===== src/rtl/register_file_2r1w_pkg.sv =====
// Shared processor constants and types for the 2-read/1-write register file.
package register_file_2r1w_pkg;
  localparam int RF_WIDTH = 16;
  localparam int RF_DEPTH = 8;
  localparam int RF_AW    = 3;

  typedef logic [RF_AW-1:0]    reg_idx_t;
  typedef logic [RF_WIDTH-1:0] data_word_t;
endpackage


===== src/rtl/register_file_2r1w_read_port.sv =====
// One registered read port: same-cycle write bypass and RD_EN stall hold.
// With REGFILE_ZERO_REG_EN defined, index 0 always reads as zero.
module regfile_read_port
  import register_file_2r1w_pkg::*;
#(
  parameter int WIDTH = RF_WIDTH,
  parameter int DEPTH = RF_DEPTH,
  parameter int AW    = RF_AW
) (
  input  logic             clk,
  input  logic             rst,
  input  logic             rd_en,
  input  logic [AW-1:0]    addr,
  input  logic             wr_en,
  input  logic [AW-1:0]    wr_addr,
  input  logic [WIDTH-1:0] wr_data,
  input  logic [WIDTH-1:0] regs [DEPTH],
  output logic [WIDTH-1:0] data
);

  logic [WIDTH-1:0] value_s;

  // Select the architectural value, forwarding a write to the same index.
  always_comb begin
    value_s = regs[addr];
    if (wr_en && (wr_addr == addr)) begin
      value_s = wr_data;
    end else begin
      value_s = regs[addr];
    end
`ifdef REGFILE_ZERO_REG_EN
    if (addr == {AW{1'b0}}) begin
      value_s = {WIDTH{1'b0}};
    end else begin
      value_s = value_s;
    end
`endif
  end

  // Output register; holds its value while the pipeline is stalled.
  always_ff @(posedge clk or posedge rst) begin
    if (rst) begin
      data <= {WIDTH{1'b0}};
    end else if (rd_en) begin
      data <= value_s;
    end else begin
      data <= data;
    end
  end

endmodule


===== src/rtl/register_file_2r1w.sv =====
// 8x16 register file, one write port and two registered read ports with bypass.
// Optional: REGFILE_ZERO_REG_EN makes entry 0 a hardwired zero register.
module register_file_2r1w
  import register_file_2r1w_pkg::*;
#(
  parameter int WIDTH = RF_WIDTH,
  parameter int DEPTH = RF_DEPTH,
  parameter int AW    = RF_AW
) (
  input  logic             CLK,
  input  logic             RST,
  input  logic             WR_EN,
  input  logic [AW-1:0]    WR_ADDR,
  input  logic [WIDTH-1:0] WR_DATA,
  input  logic             RD_EN,
  input  logic [AW-1:0]    RA_ADDR,
  input  logic [AW-1:0]    RB_ADDR,
  output logic [WIDTH-1:0] RA_DATA,
  output logic [WIDTH-1:0] RB_DATA
);

  logic [WIDTH-1:0] regs_r [DEPTH];
  logic             wr_act_s;

  // Qualify the write strobe; index 0 is read-only when it is the zero register.
  always_comb begin
    wr_act_s = WR_EN;
`ifdef REGFILE_ZERO_REG_EN
    if (WR_ADDR == {AW{1'b0}}) begin
      wr_act_s = 1'b0;
    end else begin
      wr_act_s = WR_EN;
    end
`endif
  end

  // Storage array: cleared asynchronously, written on the rising edge.
  always_ff @(posedge CLK or posedge RST) begin
    if (RST) begin
      for (int i = 0; i < DEPTH; i++) begin
        regs_r[i] <= {WIDTH{1'b0}};
      end
    end else if (wr_act_s) begin
      regs_r[WR_ADDR] <= WR_DATA;
    end else begin
      regs_r <= regs_r;
    end
  end

  regfile_read_port #(.WIDTH(WIDTH), .DEPTH(DEPTH), .AW(AW)) u_port_a (
    .clk     (CLK),
    .rst     (RST),
    .rd_en   (RD_EN),
    .addr    (RA_ADDR),
    .wr_en   (WR_EN),
    .wr_addr (WR_ADDR),
    .wr_data (WR_DATA),
    .regs    (regs_r),
    .data    (RA_DATA)
  );

  regfile_read_port #(.WIDTH(WIDTH), .DEPTH(DEPTH), .AW(AW)) u_port_b (
    .clk     (CLK),
    .rst     (RST),
    .rd_en   (RD_EN),
    .addr    (RB_ADDR),
    .wr_en   (WR_EN),
    .wr_addr (WR_ADDR),
    .wr_data (WR_DATA),
    .regs    (regs_r),
    .data    (RB_DATA)
  );

endmodule


===== config.mk =====
export PLATFORM = sky130hd
export DESIGN_NAME = register_file_2r1w
export DESIGN_NICKNAME = d
export VERILOG_FILES = /design/src/rtl/register_file_2r1w_pkg.sv /design/src/rtl/register_file_2r1w_read_port.sv /design/src/rtl/register_file_2r1w.sv
export SDC_FILE = /design/constraint.sdc
export NUM_CORES = 1
export LEC_CHECK = 0
export ABC_AREA = 1
export CORE_MARGIN = 2
export CORE_UTILIZATION = 60
export CTS_CLUSTER_DIAMETER = 200
export DETAILED_ROUTE_END_ITERATION = 6
export PLACE_DENSITY = 0.87
export SLEW_MARGIN = 20
export SYNTH_ARGS = -nofsm -noshare
export SYNTH_HDL_FRONTEND = slang
export SYNTH_SLANG_ARGS = --single-unit

===== constraint.sdc =====
create_clock -name CLK -period 6.6 [get_ports CLK]
set_clock_uncertainty 0.1 [all_clocks]
set_input_delay 1.32 -clock CLK [delete_from_list [all_inputs] [get_ports CLK]]
set_output_delay 1.32 -clock CLK [all_outputs]
set_load 0.01 [all_outputs]

==> results.py <==
metrics = {
    "worst_setup_path": {
        "ff2ff_setup_slack_ps": 5330,
        "crit_slowest_cell": "clkinv_2",
        "cp_max_fo": 66,
        "critical_path_class": "in2reg",
        "crit_arrival_ps": 4430,
        "r2r-start": "regs_r[119]$_DFFE_PP0P_",
        "required_ps": 6860,
        "crit_path_start": "RB_ADDR[0]",
        "start_kind": "input port",
        "critPathTopFamily": "buffers and inverters",
        "path_buf_inv": 4,
        "path_cells": "buf_2 -> buf_4 -> clkinv_2 -> nand2_1 -> nand2_2 -> nor2_4 -> nand2_4 -> inv_2 -> nor2_1 -> o21ai_1",
        "cp-end-kind": "register",
        "max_stage_delay_ps": 1000,
    },
    "hold_path": {
        "hold_path.class": "reg2reg",
        "worstHoldStart": "u_port_a.data[6]$_DFFE_PP0P_",
    },
    "grt": {
        "grt_pass1_wl_mm": 42.9,
        "grt_overflow_total": 0,
        "grt_max_degree": 105,
        "grtUsageTotal": 0.342,
        "first_global_vias": 8262,
        "antenna_found_initial": 0,
    },
    "cts": {
        "cts_buffers": 17,
        "htreeDepth": 4,
        "post_cts_buffers": 0,
        "clkSinkCount": 160,
        "insertion_delay_ps": 440,
        "cts_tree": "done",
        "clock_path_buffers": 2,
        "postCtsHoldBufs": 0,
        "cts_root_buffer": "clkbuf_16",
        "ctsResizeCount": 0,
        "clkTransAtPathRegs_ps": 60,
    },
    "routing": {
        "postRouteAntennaNets": 0,
        "wl_mm": 26.8,
        "via_count": 9004,
        "firstDrtPassIters": 7,
        "routed_via_density": 6.07,
        "drc_errors": 18,
        "wire_per_inst_um": 18.0,
        "dr.first_iter.drc_count": 1718,
    },
    "die": {
        "coreArea_um2": 14500,
        "ios": 61,
        "start_util": 0.613,
        "die-area_um2": 15800,
        "die_w_um": 126,
        "fp.dieH_um": 126,
        "rows": 44,
    },
    "timing": {
        "hold_viol_final": 0,
        "timing.hold.ws_ps": 385,
        "post-route-period-util": 0.633,
        "tightest_slew_ps": 1190,
        "final-setup-viol-count": 0,
        "min_period_ps": 4180,
        "drv_slew": 0,
        "rsz0062_at_grt": "false",
        "max_freq_ghz": 0.239,
        "relSlewSlack": 0.204,
        "tns_ps": 0,
    },
    "synth": {
        "synth_edf_count": 0,
        "synth_common_cells": "nand2_1, nand3_1, dfrtp_1",
        "synth_top_area_frac": 0.451,
        "ys_async_sr_fraction": 1.00,
        "synth-main-ff-cell": "dfrtp_1",
        "synth_area_leaders": "dfrtp_1, nand2_1, nand3_1",
        "synth_most_common_cell": "nand2_1",
        "synth_seq_cells": 160,
        "syn_inst": 1274,
        "yosysSeqAreaShare": 0.451,
        "syn_area_per_cell_um2": 6.97,
        "yosys.area.top_type": "dfrtp_1",
        "synth_area_um2": 8880,
        "synth_fp_nets": 1303,
        "yosysUniqueCellTypes": 25,
        "synth_warnings": 0,
    },
    "placed_design": {
        "place.gp.congestion": 0.910,
        "portBuffers": 60,
        "dp_hpwl_mm": 15.9,
    },
    "power_and_ir_drop": {
        "powerDensity_nw_per_um2": 286,
        "peakVddDrop_mv": 0.209,
        "power_w": 0.00286,
        "p_leak_nw": 4.96,
    },
    "finish": {
        "layout-drive-gt1-share": 0.0592,
        "fin_util": 0.689,
        "syn_to_final_growth_pct": 12.4,
        "nFillCells": 1162,
        "n_antenna_cell": 0,
        "final_nets": 1316,
    },
    "run": {
        "drv_cap": 0,
    },
    "run_status": {
        "outcome": "finished, violations left",
        "failed_checks": "design-rule violations",
    },
}
[sequential cells by signal, summed over array words and instances (netlist names)]
signal,cells
regs_r,128
u_port_a.data,16
u_port_b.data,16
[final cells by class]
class | instances | area, um2 | area share
multi-input combinational | 920 | 4060 | 0.407
sequential | 160 | 4000 | 0.401
timing repair buffer | 76 | 711 | 0.0712
clock buffer | 23 | 478 | 0.0479
inverter | 112 | 432 | 0.0433
tap | 184 | 230 | 0.0231
clock inverter | 9 | 60.1 | 0.00602
[metrics by stage]
step,area [um2],setup slack (ps),std cells
global placement,9440,2650,1452
detailed placement,9440,2600,1452
floorplan,8880,860,1274
finish,9980,2420,1484
CTS,9970,2960,1484
global route,9980,2280,1484
[routing by layer]
layer | part of all wire | GRT usage | up-vias
met3 | 0.14 | 0.0935 | 105
met2 | 0.43 | 0.495 | 684
li1 | - | - | 4086
met4 | 0.041 | 0.150 | 0
met1 | 0.39 | 0.487 | 4129
met5 | 0 | 0 | -
[cell usage in the layout (no fill, tap or decap), drive strengths merged]
cell | netlist | layout
clkinvlp | 0 | 3
a21oi | 22 | 22
o21ai | 138 | 138
clkinv | 9 | 18
nor3 | 1 | 1
clkdlybuf4s50 | 0 | 58
dfrtp | 160 | 160
inv | 103 | 100
buf | 50 | 18
nor2 | 47 | 47
nand3 | 237 | 237
clkbuf | 32 | 23
nand2 | 475 | 475
[cell families (layout without fill, tap and decap cells)]
logic type / Yosys count / count (layout) / synth area share
AND/OR/NAND/NOR: 760 / 760 / 0.365
flip-flops: 160 / 160 / 0.451
AO/OA/AOI/OAI: 160 / 160 / 0.0915
buffers and inverters: 194 / 220 / 0.0923
[power by group]
| part | leakage, nW | switching (W) | internal [W] | total, W |
|---|---|---|---|---|
| Sequential | 1.98 | 0.000128 | 0.00116 | 0.00129 |
| Combinational | 2.72 | 0.000405 | 0.000251 | 0.000656 |
| Clock | 0.259 | 0.000402 | 0.000509 | 0.000910 |
[path summary, 6_finish.rpt]
kind                                                 endpoint  cells after the start
worst max-delay path             u_port_b.data[4]$_DFFE_PP0P_                     10
worst min-delay path             u_port_a.data[6]$_DFFE_PP0P_                      2
worst max register to register   u_port_b.data[7]$_DFFE_PP0P_                      6
worst min register to register   u_port_a.data[6]$_DFFE_PP0P_                      2
max in group asynchronous       u_port_b.data[15]$_DFFE_PP0P_                      3
min in group asynchronous              regs_r[71]$_DFFE_PP0P_                      2
[worst min-delay path, stage by stage (launching register included)]
cell and delay [ps]:
dfrtp_1 340, nand2_1 50, o21ai_1 60
Power figures use the tool's default switching activity.
